--- src/rtl/lsu_arbiter.sv ---
// lsu_arbiter: shares one 16-bit load/store unit between an instruction
// fetch port (p0) and a data port (p1). One transaction is in flight at a
// time. Misaligned word accesses can be split into two byte transfers.
//
// Ports:
//   clk, a_rst             clock, asynchronous active-low reset
//   pN_req/addr/data/      requester N: request (held until gnt), byte
//   width/cmd              address, write data, 0=byte/1=word, 0=rd/1=wr
//   pN_gnt, pN_done        one-cycle pulses: request captured / complete
//   rsp_data               read result, valid while the matching done is high
//   rq_addr/data/width/    LSU request; rq_t_id is the winning port,
//   cmd/t_id/start, rq_ack rq_start is held until rq_ack
//   lsu_done, rd_data      LSU completion and read bus
module lsu_arbiter #(
  parameter bit SPLIT_EN = 1'b1,
  parameter bit RR_EN    = 1'b1
) (
  input  logic        clk,
  input  logic        a_rst,
  input  logic        p0_req,
  input  logic [15:0] p0_addr,
  input  logic [15:0] p0_data,
  input  logic        p0_width,
  input  logic        p0_cmd,
  input  logic        p1_req,
  input  logic [15:0] p1_addr,
  input  logic [15:0] p1_data,
  input  logic        p1_width,
  input  logic        p1_cmd,
  output logic        p0_gnt,
  output logic        p1_gnt,
  output logic        p0_done,
  output logic        p1_done,
  output logic [15:0] rsp_data,
  output logic [15:0] rq_addr,
  output logic [15:0] rq_data,
  output logic        rq_width,
  output logic        rq_cmd,
  output logic        rq_t_id,
  output logic        rq_start,
  input  logic        rq_ack,
  input  logic        lsu_done,
  input  logic [15:0] rd_data
);

  typedef enum logic [2:0] {
    IDLE    = 3'd0,
    ISSUE_A = 3'd1,
    WAIT_A  = 3'd2,
    ISSUE_B = 3'd3,
    WAIT_B  = 3'd4
  } state_t;

  // Place a byte on the upper (hi=1) or lower byte lane, other lane zero.
  function automatic logic [15:0] lane_place(input logic [7:0] b, input logic hi);
    lane_place = hi ? {b, 8'h00} : {8'h00, b};
  endfunction

  state_t      state_r, state_s;
  logic        rr_ptr_r, rr_ptr_s;
  logic        id_r, id_s;
  logic [15:0] addr_r, addr_s;
  logic [7:0]  data_hi_r, data_hi_s;
  logic        width_r, width_s;
  logic        cmd_r, cmd_s;
  logic        split_r, split_s;
  logic [7:0]  lo_r, lo_s;
  logic        gnt0_s, gnt1_s, done0_s, done1_s;
  logic [15:0] rsp_s, rq_addr_s, rq_data_s;
  logic        rq_width_s, rq_cmd_s, rq_t_id_s, rq_start_s;
  logic        win_s;
  logic [15:0] sel_addr_s, sel_data_s;
  logic        sel_width_s, sel_cmd_s;

  // Next-state, arbitration and next-output logic.
  always_comb begin
    state_s     = state_r;
    rr_ptr_s    = rr_ptr_r;
    id_s        = id_r;
    addr_s      = addr_r;
    data_hi_s   = data_hi_r;
    width_s     = width_r;
    cmd_s       = cmd_r;
    split_s     = split_r;
    lo_s        = lo_r;
    gnt0_s      = 1'b0;
    gnt1_s      = 1'b0;
    done0_s     = 1'b0;
    done1_s     = 1'b0;
    rsp_s       = rsp_data;
    rq_addr_s   = rq_addr;
    rq_data_s   = rq_data;
    rq_width_s  = rq_width;
    rq_cmd_s    = rq_cmd;
    rq_t_id_s   = rq_t_id;
    rq_start_s  = rq_start;
    // On a tie the pointer (or port 0 in fixed mode) wins; a lone request wins outright.
    if (p0_req && p1_req) begin
      win_s = RR_EN ? rr_ptr_r : 1'b0;
    end else begin
      win_s = p1_req;
    end
    sel_addr_s  = win_s ? p1_addr  : p0_addr;
    sel_data_s  = win_s ? p1_data  : p0_data;
    sel_width_s = win_s ? p1_width : p0_width;
    sel_cmd_s   = win_s ? p1_cmd   : p0_cmd;

    case (state_r)
      IDLE: begin
        if (p0_req || p1_req) begin
          gnt0_s     = ~win_s;
          gnt1_s     = win_s;
          rr_ptr_s   = ~win_s;
          id_s       = win_s;
          addr_s     = sel_addr_s;
          data_hi_s  = sel_data_s[15:8];
          width_s    = sel_width_s;
          cmd_s      = sel_cmd_s;
          split_s    = SPLIT_EN & sel_width_s & sel_addr_s[0];
          rq_addr_s  = sel_addr_s;
          rq_cmd_s   = sel_cmd_s;
          rq_t_id_s  = win_s;
          rq_start_s = 1'b1;
          if (SPLIT_EN & sel_width_s & sel_addr_s[0]) begin
            // First half of a split word: low data byte goes out on the odd lane.
            rq_width_s = 1'b0;
            rq_data_s  = lane_place(sel_data_s[7:0], 1'b1);
          end else if (sel_width_s) begin
            rq_width_s = 1'b1;
            rq_data_s  = sel_data_s;
          end else begin
            rq_width_s = 1'b0;
            rq_data_s  = lane_place(sel_data_s[7:0], sel_addr_s[0]);
          end
          state_s = ISSUE_A;
        end else begin
          state_s = IDLE;
        end
      end
      ISSUE_A: begin
        if (rq_ack) begin
          rq_start_s = 1'b0;
          state_s    = WAIT_A;
        end else begin
          rq_start_s = 1'b1;
        end
      end
      WAIT_A: begin
        if (lsu_done && split_r) begin
          // Keep the odd-lane byte; second half targets addr+1 (wraps at 16 bits).
          lo_s       = rd_data[15:8];
          rq_addr_s  = addr_r + 16'd1;
          rq_width_s = 1'b0;
          rq_data_s  = lane_place(data_hi_r, 1'b0);
          rq_start_s = 1'b1;
          state_s    = ISSUE_B;
        end else if (lsu_done) begin
          done0_s = ~id_r;
          done1_s = id_r;
          if (cmd_r) begin
            rsp_s = rsp_data;
          end else if (width_r) begin
            rsp_s = rd_data;
          end else begin
            rsp_s = {8'h00, (addr_r[0] ? rd_data[15:8] : rd_data[7:0])};
          end
          state_s = IDLE;
        end else begin
          state_s = WAIT_A;
        end
      end
      ISSUE_B: begin
        if (rq_ack) begin
          rq_start_s = 1'b0;
          state_s    = WAIT_B;
        end else begin
          rq_start_s = 1'b1;
        end
      end
      WAIT_B: begin
        if (lsu_done) begin
          done0_s = ~id_r;
          done1_s = id_r;
          if (cmd_r) begin
            rsp_s = rsp_data;
          end else begin
            rsp_s = {rd_data[7:0], lo_r};
          end
          state_s = IDLE;
        end else begin
          state_s = WAIT_B;
        end
      end
      default: begin
        rq_start_s = 1'b0;
        state_s    = IDLE;
      end
    endcase
  end

  // State, captured request and registered outputs.
  always_ff @(posedge clk or negedge a_rst) begin
    if (!a_rst) begin
      state_r   <= IDLE;
      rr_ptr_r  <= 1'b0;
      id_r      <= 1'b0;
      addr_r    <= 16'h0000;
      data_hi_r <= 8'h00;
      width_r   <= 1'b0;
      cmd_r     <= 1'b0;
      split_r   <= 1'b0;
      lo_r      <= 8'h00;
      p0_gnt    <= 1'b0;
      p1_gnt    <= 1'b0;
      p0_done   <= 1'b0;
      p1_done   <= 1'b0;
      rsp_data  <= 16'h0000;
      rq_addr   <= 16'h0000;
      rq_data   <= 16'h0000;
      rq_width  <= 1'b0;
      rq_cmd    <= 1'b0;
      rq_t_id   <= 1'b0;
      rq_start  <= 1'b0;
    end else begin
      state_r   <= state_s;
      rr_ptr_r  <= rr_ptr_s;
      id_r      <= id_s;
      addr_r    <= addr_s;
      data_hi_r <= data_hi_s;
      width_r   <= width_s;
      cmd_r     <= cmd_s;
      split_r   <= split_s;
      lo_r      <= lo_s;
      p0_gnt    <= gnt0_s;
      p1_gnt    <= gnt1_s;
      p0_done   <= done0_s;
      p1_done   <= done1_s;
      rsp_data  <= rsp_s;
      rq_addr   <= rq_addr_s;
      rq_data   <= rq_data_s;
      rq_width  <= rq_width_s;
      rq_cmd    <= rq_cmd_s;
      rq_t_id   <= rq_t_id_s;
      rq_start  <= rq_start_s;
    end
  end

endmodule

--- config.mk ---
export PLATFORM = sky130hd
export DESIGN_NAME = lsu_arbiter
export DESIGN_NICKNAME = d
export VERILOG_FILES = /design/src/rtl/lsu_arbiter.sv
export SDC_FILE = /design/constraint.sdc
export NUM_CORES = 1
export LEC_CHECK = 0
export BUFFER_PORTS_ARGS = -buffer_cell sky130_fd_sc_hd__buf_4
export CORE_MARGIN = 2
export CORE_UTILIZATION = 40
export CTS_CLUSTER_DIAMETER = 120
export DETAILED_ROUTE_END_ITERATION = 12
export GPL_TIMING_DRIVEN = 0
export PLACE_DENSITY_LB_ADDON = 0.2
export REMOVE_ABC_BUFFERS = 1
export SLEW_MARGIN = 5
export SYNTH_ARGS = -nofsm -noshare
export SYNTH_HDL_FRONTEND = slang
export SYNTH_SLANG_ARGS = --single-unit
--- constraint.sdc ---
create_clock -name clk -period 2.62 [get_ports clk]
set_clock_uncertainty 0.15 [all_clocks]
set_input_delay 0 -clock clk [delete_from_list [all_inputs] [get_ports clk]]
set_output_delay 0 -clock clk [all_outputs]
set_load 0.01 [all_outputs]
==> impl_results.html, run 1 <==
<table>
<tr><th>Metric</th><th>Value</th></tr>
<tr><th colspan="2">Synth</th></tr>
<tr><td>Cells after Synth</td><td>480</td></tr>
<tr><td>Predominant post-synthesis flop cell</td><td>dfrtp_1</td></tr>
<tr><td>Number of enable-type register cells in the synthesized netlist</td><td>0</td></tr>
<tr><td>Yosys warning total</td><td>0</td></tr>
<tr><td>Asr flop ratio synth</td><td>1.00</td></tr>
<tr><td>Share of the yosys chip area belonging to registers</td><td>0.500</td></tr>
<tr><td>Avg Cell Area, Syn</td><td>9.80 um^2</td></tr>
<tr><td>Count of different cell masters after synthesis</td><td>51</td></tr>
<tr><td>Synthesis-stage register bit count</td><td>94</td></tr>
<tr><td>Post-synthesis instance area</td><td>4700 um^2</td></tr>
<tr><th colspan="2">Place</th></tr>
<tr><td>Half-perimeter wire length of the detailed placement result</td><td>8.28 mm</td></tr>
<tr><td>Post-Place Cell Area</td><td>5850 um^2</td></tr>
<tr><td>Weighted congestion at the end of routability-driven global placement</td><td>0.754</td></tr>
<tr><td>Number of buffer cells added on primary ports</td><td>145</td></tr>
<tr><td>Worst slack after detailed placement</td><td>-0.0319 ns</td></tr>
<tr><th colspan="2">Global route</th></tr>
<tr><td>Antenna violations before repair</td><td>0</td></tr>
<tr><td>Via count of the first global-routing pass</td><td>4573</td></tr>
<tr><td>Pin count of the biggest net entering global routing</td><td>95</td></tr>
<tr><td>Overall track demand over capacity in global routing</td><td>0.215</td></tr>
<tr><td>Overflow after GRT</td><td>0</td></tr>
<tr><td>First-pass GRT wire length</td><td>22.0 mm</td></tr>
<tr><th colspan="2">Pwr</th></tr>
<tr><td>Cell Int Power</td><td>4500 uW</td></tr>
<tr><td>Clock network power share</td><td>0.181</td></tr>
<tr><td>Comb power frac</td><td>0.447</td></tr>
<tr><td>Design Power</td><td>7210 uW</td></tr>
<tr><td>Worst voltage drop across the vdd grid</td><td>0.516 mV</td></tr>
<tr><td>Reg power frac</td><td>0.372</td></tr>
<tr><td>Net switching share of the total power</td><td>0.376</td></tr>
<tr><td>Total leakage power</td><td>0.00335 uW</td></tr>
<tr><td>Pwr dens</td><td>1020 nW/um^2</td></tr>
<tr><td>Switching power of the nets</td><td>2710 uW</td></tr>
<tr><th colspan="2">Clocking</th></tr>
<tr><td>H-tree Lvls</td><td>3</td></tr>
<tr><td>Clock insertion delay at the later pin of the skew report</td><td>0.33 ns</td></tr>
<tr><td>Post-CTS setup buffer count</td><td>0</td></tr>
<tr><td>CTS buffer count</td><td>9</td></tr>
<tr><td>Maximum number of buffers from clock root to sink</td><td>2</td></tr>
<tr><td>Clock net sink count</td><td>94</td></tr>
<tr><td>Root Buffer Master</td><td>clkbuf_16</td></tr>
<tr><td>CTS tree</td><td>yes</td></tr>
<tr><td>CTS clock-pin slew for the worst setup and hold paths</td><td>0.07 ns</td></tr>
<tr><th colspan="2">Finish</th></tr>
<tr><td>Final #Nets</td><td>788</td></tr>
<tr><td>Commonest non-fill, non-tap cell in the layout</td><td>buf_4</td></tr>
<tr><td>Area taken by flip-flops and latches</td><td>2350 um^2</td></tr>
<tr><td>Commonest cells after routing, fill and taps aside</td><td>buf_4, dfrtp_1, dlygate4sd3_1</td></tr>
<tr><td>Fraction of layout instances using a drive strength above 1</td><td>0.268</td></tr>
<tr><td>Utilization after layout</td><td>0.618</td></tr>
<tr><td>Number of inserted filler cells in the final layout</td><td>953</td></tr>
<tr><td>Area occupied by multi-input gates</td><td>2170 um^2</td></tr>
<tr><td>Final standard cell area without fillers</td><td>7090 um^2</td></tr>
<tr><td>Growth of design area from synthesis to finish</td><td>50.7%</td></tr>
<tr><td>Number of inserted diodes</td><td>0</td></tr>
<tr><th colspan="2">STA</th></tr>
<tr><td>Endpoints failing hold</td><td>0</td></tr>
<tr><td>Number of setup violations in the final report</td><td>0</td></tr>
<tr><td>Minimum clock period after layout</td><td>2.46 ns</td></tr>
<tr><td>Worst relative slew slack</td><td>0.419</td></tr>
<tr><td>Fmax</td><td>407 MHz</td></tr>
<tr><td>Worst-margin pin slew</td><td>0.871 ns</td></tr>
<tr><td>Fin crit share</td><td>0.937</td></tr>
<tr><td>Final worst slack</td><td>0.165 ns</td></tr>
<tr><td>Unrepaired setup endpoints after global routing</td><td>false</td></tr>
<tr><td>Worst hold margin</td><td>0.00951 ns</td></tr>
<tr><td>Count of pins over their slew limit</td><td>0</td></tr>
<tr><th colspan="2">Worst setup path</th></tr>
<tr><td>Largest fanout on the critical path</td><td>37</td></tr>
<tr><td>Worst Setup End Kind</td><td>register</td></tr>
<tr><td>FF-to-FF setup slack</td><td>0.16 ns</td></tr>
<tr><td>Category of the most critical setup path</td><td>register to register</td></tr>
<tr><td>Startpoint type of the worst setup path</td><td>register</td></tr>
<tr><td>Worst EP required</td><td>2.70 ns</td></tr>
<tr><td>Arrival time reported for the critical path endpoint</td><td>2.53 ns</td></tr>
<tr><th colspan="2">Floorplanning</th></tr>
<tr><td>Cell Rows</td><td>39</td></tr>
<tr><td>Die outline area</td><td>12600 um^2</td></tr>
<tr><td>Core Box Area</td><td>11500 um^2</td></tr>
<tr><td>Initial standard-cell utilization of the core</td><td>0.410</td></tr>
<tr><td>Chip Height</td><td>112 um</td></tr>
<tr><td>Top-level port count</td><td>146</td></tr>
<tr><td>Horizontal extent of the die</td><td>112 um</td></tr>
<tr><th colspan="2">Hold path</th></tr>
<tr><td>Hold/Removal Path Class</td><td>primary input to register</td></tr>
<tr><th colspan="2">Detailed routing</th></tr>
<tr><td>Overall via count from detail_route</td><td>4448</td></tr>
<tr><td>First-pass iteration count of the detailed router</td><td>4</td></tr>
<tr><td>Number of DRC violations after detailed routing</td><td>0</td></tr>
<tr><td>First DRT Iteration DRCs</td><td>283</td></tr>
<tr><td>Wirelength, routed</td><td>13.4 mm</td></tr>
<tr><td>Count of antenna-violating nets left after detailed routing</td><td>0</td></tr>
<tr><td>Wire per inst</td><td>15.8 um</td></tr>
<tr><td>Ratio of routed vias to standard cells</td><td>5.26</td></tr>
<tr><th colspan="2">Outcome</th></tr>
<tr><td>Outcome</td><td>completed</td></tr>
<tr><th colspan="2">Run</th></tr>
<tr><td>Number of max-cap violations</td><td>0</td></tr>
</table>
sequential cells by signal, summed over array words and instances (netlist names):
signal,cells
width_r,1
cmd_r,1
rsp_data,16
rq_data,16
rq_addr,16
rq_start,1
state_r,3
p1_done,1
lo_r,8
p1_gnt,1
data_hi_r,8
id_r,1
split_r,1
addr_r,16
p0_gnt,1
p0_done,1
rq_width,1
rr_ptr_r,1
synth_stat cells, types with 9 or more instances:
| library cell | instances | area, um^2 |
|---|---|---|
| a31oi_1 | 12 | 75.1 |
| mux2i_1 | 43 | 430 |
| buf_2 | 20 | 100 |
| o21ai_0 | 41 | 205 |
| mux2_2 | 9 | 101 |
| nand3_1 | 20 | 100 |
| dfrtp_1 | 94 | 2350 |
| nand2_1 | 63 | 236 |
| nor2_1 | 37 | 139 |
| a21oi_1 | 31 | 155 |
final timing paths:
check | start | end | depth (start not counted)
setup / recovery | rr_ptr_r | rq_addr[13] | 6
hold / removal | p0_data[3] | rq_data[3] | 4
setup reg to reg | rr_ptr_r | rq_addr[13] | 6
hold reg to reg | data_hi_r[3] | data_hi_r[3] | 2
max in group asynchronous | a_rst | cmd_r | 2
min in group asynchronous | a_rst | p1_done | 2
cell type report:
| class | count | area share |
|---|---|---|
| well taps | 143 | 0.0252 |
| flip-flops and latches | 94 | 0.332 |
| inverters | 4 | 0.00212 |
| clock buffers | 11 | 0.0328 |
| repair buffers | 240 | 0.293 |
| clock inverters | 5 | 0.00847 |
| multi-input cells | 348 | 0.306 |
cell families after synthesis:
family | after synthesis | share of synthesized area
flip-flops | 94 | 0.500
AO/OA/AOI/OAI | 132 | 0.173
AND/OR/NAND/NOR | 156 | 0.155
multiplexers | 52 | 0.113
adder cells (fa/ha/maj) | 1 | 0.00266
buffers and inverters | 38 | 0.0423
XOR/XNOR | 7 | 0.0130
power by group through the flow:
stage	Sequential, uW	Combinational, uW	Clock (uW)
finish	2680	3220	1300
global route	2780	3560	1390
CTS	2680	3220	1320
detailed placement	2690	3040	0
global placement	2660	2880	0
floorplan	2760	1570	0
per-stage QoR:
stage / instances / setup TNS (ns)
4_1_cts: 845 / 0
6_report: 845 / 0
3_5_place_dp: 737 / -0.0382
2_1_floorplan: 446 / 0
3_3_place_gp: 734 / -5.66
5_1_grt: 845 / 0
critical path, stage by stage, from the launching register on:
cell and delay [ns]:
dfrtp_1 0.38, nand2b_1 0.29, nand2_8 0.38, mux2i_1 0.25
dlygate4sd3_1 0.60, a21oi_1 0.07, a22o_1 0.22
timing repair:
action                                 CTS  global route
resized for setup                        1             1
endpoints found under the hold margin  172             0
gates cloned                             0             0
hold buffers                            92             0
setup endpoints to repair                8            11
metal layers:
layer,vias to the layer above,track usage,wire [um]
li1,2148,-,-
met1,2156,0.275,5840
met2,138,0.374,6710
met3,6,0.0470,757
met4,0,0.0496,75
met5,-,0,0
No activity file was read; power rests on OpenSTA's default activity.
==> run 2: changes to the inputs <==
Settings changed: CORE_UTILIZATION 40 to 27.
==> run 2 against run 1 <==
Against the previous run:
- non-clock buffer count up 1
- via count down 0.74%
- sequential power about the same
- core utilization down 20 points
- sequential cell count unchanged
- first-iteration DRC count down 40%
- final cell count up 9.8%
- fmax up 0.15%
- worst setup slack better by 0.0037 ns
- worst hold slack better by 0.0037 ns
- largest power group unchanged
==> impl_results.html, run 2 (synthesis results as in run 1) <==
<table>
<tr><th>Metric</th><th>Value</th></tr>
<tr><th colspan="2">Outcome</th></tr>
<tr><td>Outcome</td><td>completed</td></tr>
<tr><th colspan="2">STA</th></tr>
<tr><td>Endpoints failing hold</td><td>0 (unchanged)</td></tr>
<tr><td>Count of pins over their slew limit</td><td>0 (unchanged)</td></tr>
<tr><td>Worst-margin pin slew</td><td>0.815 ns (-0.0564 ns)</td></tr>
<tr><td>Worst relative slew slack</td><td>0.457 (+0.0376)</td></tr>
<tr><td>Worst hold margin</td><td>0.0132 ns (+0.00371 ns)</td></tr>
<tr><td>Final worst slack</td><td>0.168 ns (+0.00373 ns)</td></tr>
<tr><td>Fmax</td><td>408 MHz (+0.15%)</td></tr>
<tr><td>Number of setup violations in the final report</td><td>0 (unchanged)</td></tr>
<tr><td>Unrepaired setup endpoints after global routing</td><td>false</td></tr>
<tr><td>Minimum clock period after layout</td><td>2.45 ns (-0.00373 ns)</td></tr>
<tr><td>Fin crit share</td><td>0.936 (-0.00143)</td></tr>
<tr><th colspan="2">Clocking</th></tr>
<tr><td>CTS clock-pin slew for the worst setup and hold paths</td><td>0.07 ns (about the same)</td></tr>
<tr><td>Clock net sink count</td><td>94 (unchanged)</td></tr>
<tr><td>CTS tree</td><td>yes</td></tr>
<tr><td>Post-CTS setup buffer count</td><td>0 (unchanged)</td></tr>
<tr><td>Clock insertion delay at the later pin of the skew report</td><td>0.35 ns (+0.02 ns)</td></tr>
<tr><td>Root Buffer Master</td><td>clkbuf_16</td></tr>
<tr><td>H-tree Lvls</td><td>3 (unchanged)</td></tr>
<tr><td>CTS buffer count</td><td>9 (unchanged)</td></tr>
<tr><td>Maximum number of buffers from clock root to sink</td><td>2 (unchanged)</td></tr>
<tr><th colspan="2">Detailed routing</th></tr>
<tr><td>Number of DRC violations after detailed routing</td><td>0 (unchanged)</td></tr>
<tr><td>Wire per inst</td><td>14.9 um (-5.8%)</td></tr>
<tr><td>First-pass iteration count of the detailed router</td><td>5 (+1)</td></tr>
<tr><td>Count of antenna-violating nets left after detailed routing</td><td>0 (unchanged)</td></tr>
<tr><td>Overall via count from detail_route</td><td>4415 (-0.74%)</td></tr>
<tr><td>Wirelength, routed</td><td>13.8 mm (+3.4%)</td></tr>
<tr><td>Ratio of routed vias to standard cells</td><td>4.76 (-9.6%)</td></tr>
<tr><td>First DRT Iteration DRCs</td><td>169 (-40%)</td></tr>
<tr><th colspan="2">Place</th></tr>
<tr><td>Half-perimeter wire length of the detailed placement result</td><td>8.94 mm (+7.9%)</td></tr>
<tr><td>Number of buffer cells added on primary ports</td><td>145 (unchanged)</td></tr>
<tr><td>Weighted congestion at the end of routability-driven global placement</td><td>0.775 (+2.7%)</td></tr>
<tr><td>Worst slack after detailed placement</td><td>-0.115 ns (-0.0831 ns)</td></tr>
<tr><th colspan="2">Worst setup path</th></tr>
<tr><td>Worst Setup End Kind</td><td>register</td></tr>
<tr><td>Endpoint of the most critical register-to-register path</td><td>rq_addr[8]</td></tr>
<tr><td>FF-to-FF setup slack</td><td>0.17 ns (about the same)</td></tr>
<tr><td>Start point of the critical path</td><td>rr_ptr_r</td></tr>
<tr><td>Worst EP required</td><td>2.70 ns (about the same)</td></tr>
<tr><td>Largest fanout on the critical path</td><td>37 (unchanged)</td></tr>
<tr><td>Startpoint type of the worst setup path</td><td>register</td></tr>
<tr><td>CP endpoint</td><td>rq_addr[8]</td></tr>
<tr><td>Worst r2r src</td><td>rr_ptr_r</td></tr>
<tr><td>Count of cells along the worst register-to-register path</td><td>6 (unchanged)</td></tr>
<tr><td>Category of the most critical setup path</td><td>register to register</td></tr>
<tr><td>Arrival time reported for the critical path endpoint</td><td>2.54 ns (about the same)</td></tr>
<tr><th colspan="2">Hold path</th></tr>
<tr><td>Hold/Removal Path Class</td><td>primary input to register</td></tr>
<tr><th colspan="2">Global route</th></tr>
<tr><td>Via count of the first global-routing pass</td><td>4355 (-4.8%)</td></tr>
<tr><td>Antenna violations before repair</td><td>0 (unchanged)</td></tr>
<tr><td>Overflow after GRT</td><td>0 (unchanged)</td></tr>
<tr><td>First-pass GRT wire length</td><td>22.1 mm (about the same)</td></tr>
<tr><td>Overall track demand over capacity in global routing</td><td>0.153 (-0.0616)</td></tr>
<tr><td>Pin count of the biggest net entering global routing</td><td>95 (unchanged)</td></tr>
<tr><th colspan="2">Finish</th></tr>
<tr><td>Commonest non-fill, non-tap cell in the layout</td><td>buf_4</td></tr>
<tr><td>Fraction of layout instances using a drive strength above 1</td><td>0.269 (+0.00104)</td></tr>
<tr><td>Number of inserted filler cells in the final layout</td><td>1722 (+81%)</td></tr>
<tr><td>Area taken by flip-flops and latches</td><td>2350 um^2 (unchanged)</td></tr>
<tr><td>Growth of design area from synthesis to finish</td><td>53.8%</td></tr>
<tr><td>Area occupied by multi-input gates</td><td>2170 um^2 (unchanged)</td></tr>
<tr><td>Commonest cells after routing, fill and taps aside</td><td>buf_4, dfrtp_1, dlygate4sd3_1</td></tr>
<tr><td>Number of inserted diodes</td><td>0 (unchanged)</td></tr>
<tr><td>Final #Nets</td><td>789 (+0.13%)</td></tr>
<tr><th colspan="2">Pwr</th></tr>
<tr><td>Pwr dens</td><td>1010 nW/um^2 (-0.52%)</td></tr>
<tr><td>Worst voltage drop across the vdd grid</td><td>0.353 mV (-32%)</td></tr>
<tr><td>Total leakage power</td><td>0.00337 uW (+0.78%)</td></tr>
<tr><th colspan="2">Floorplanning</th></tr>
<tr><td>Die outline area</td><td>18500 um^2 (+46%)</td></tr>
<tr><td>Core Box Area</td><td>17200 um^2 (+50%)</td></tr>
<tr><td>Chip Height</td><td>136 um (+21%)</td></tr>
<tr><td>Top-level port count</td><td>146 (unchanged)</td></tr>
<tr><td>Cell Rows</td><td>48 (+23%)</td></tr>
<tr><td>Initial standard-cell utilization of the core</td><td>0.274 (-0.136)</td></tr>
<tr><td>Horizontal extent of the die</td><td>136 um (+21%)</td></tr>
<tr><th colspan="2">Run</th></tr>
<tr><td>Number of max-cap violations</td><td>0 (unchanged)</td></tr>
</table>
## run 2: cell types whose count changed in the layout (fill, tap and decap cells not counted)
| cell | previous run | this run |
|---|---|---|
| clkbuf_8 | 0 | 1 |
| buf_12 | 1 | 2 |
| bufinv_16 | 1 | 2 |
| clkinv_2 | 1 | 2 |
| clkinvlp_4 | 1 | 0 |
| clkinv_4 | 2 | 0 |
## run 2: how the worst min path moves through the flow
stage / startpoint / to / slack (ns) / depth (start not counted)
after global routing: p0_addr[12] / rq_addr[12] / 0.04 / 4
after floorplan: a_rst / addr_r[0] / -0.45 / 0
after global placement: rq_ack / state_r[0] / 0.06 / 2
final: p0_addr[12] / rq_addr[12] / 0.01 / 4
after CTS: p0_addr[12] / rq_addr[12] / 0.003 / 4
after detailed placement: rq_ack / state_r[0] / 0.07 / 2
## run 2: power breakdown
group / internal (uW) / leakage, uW / switching [uW]
clock network: 860 / 0.000157 / 555
registers: 2140 / 0.00116 / 532
logic: 1610 / 0.00206 / 1620
total: 4610 / 0.00337 / 2710
## run 2: per-layer routing
layer / vias up / track usage / part of all wire
met4: 0 / 0.0532 / 0.016
met2: 134 / 0.253 / 0.45
met5: - / 0 / 0
li1: 2150 / - / -
met1: 2116 / 0.198 / 0.46
met3: 15 / 0.0343 / 0.069
## run 2: timing repair
action                                  4_1_cts  5_1_grt
hold buffers                                 91        1
hold endpoints to repair                    174        1
endpoints found under the setup margin        9       18
resized for setup                             1        1
## run 2: critical path, stage by stage (launching register included)
cell	delay (ns)
dfrtp_1	0.37
nand2b_1	0.28
nand2_8	0.36
mux2i_1	0.24
dlygate4sd3_1	0.59
a21oi_1	0.07
a22o_1	0.23
## run 2: layout make-up
cell class | instances | share of cell area
Timing Repair Buffer | 241 | 0.290
Sequential cell | 94 | 0.325
Tap cell | 225 | 0.0389
Multi-Input combinational cell | 348 | 0.300
Clock buffer | 12 | 0.0341
Inverter | 4 | 0.00208
Clock inverter | 4 | 0.00969
## run 2: stage by stage
step / area [um^2] / util / TNS [ns] / instances / total power, uW
2_1_floorplan: 4520 / - / 0 / 446 / 4330
3_3_place_gp: 5890 / 0.343 / -12.06 / 816 / 5620
3_5_place_dp: 5950 / 0.347 / -0.740 / 819 / 5780
4_1_cts: 7180 / 0.418 / 0 / 926 / 7400
5_1_grt: 7230 / 0.421 / 0 / 928 / 7900
6_report: 7230 / 0.421 / 0 / 928 / 7320
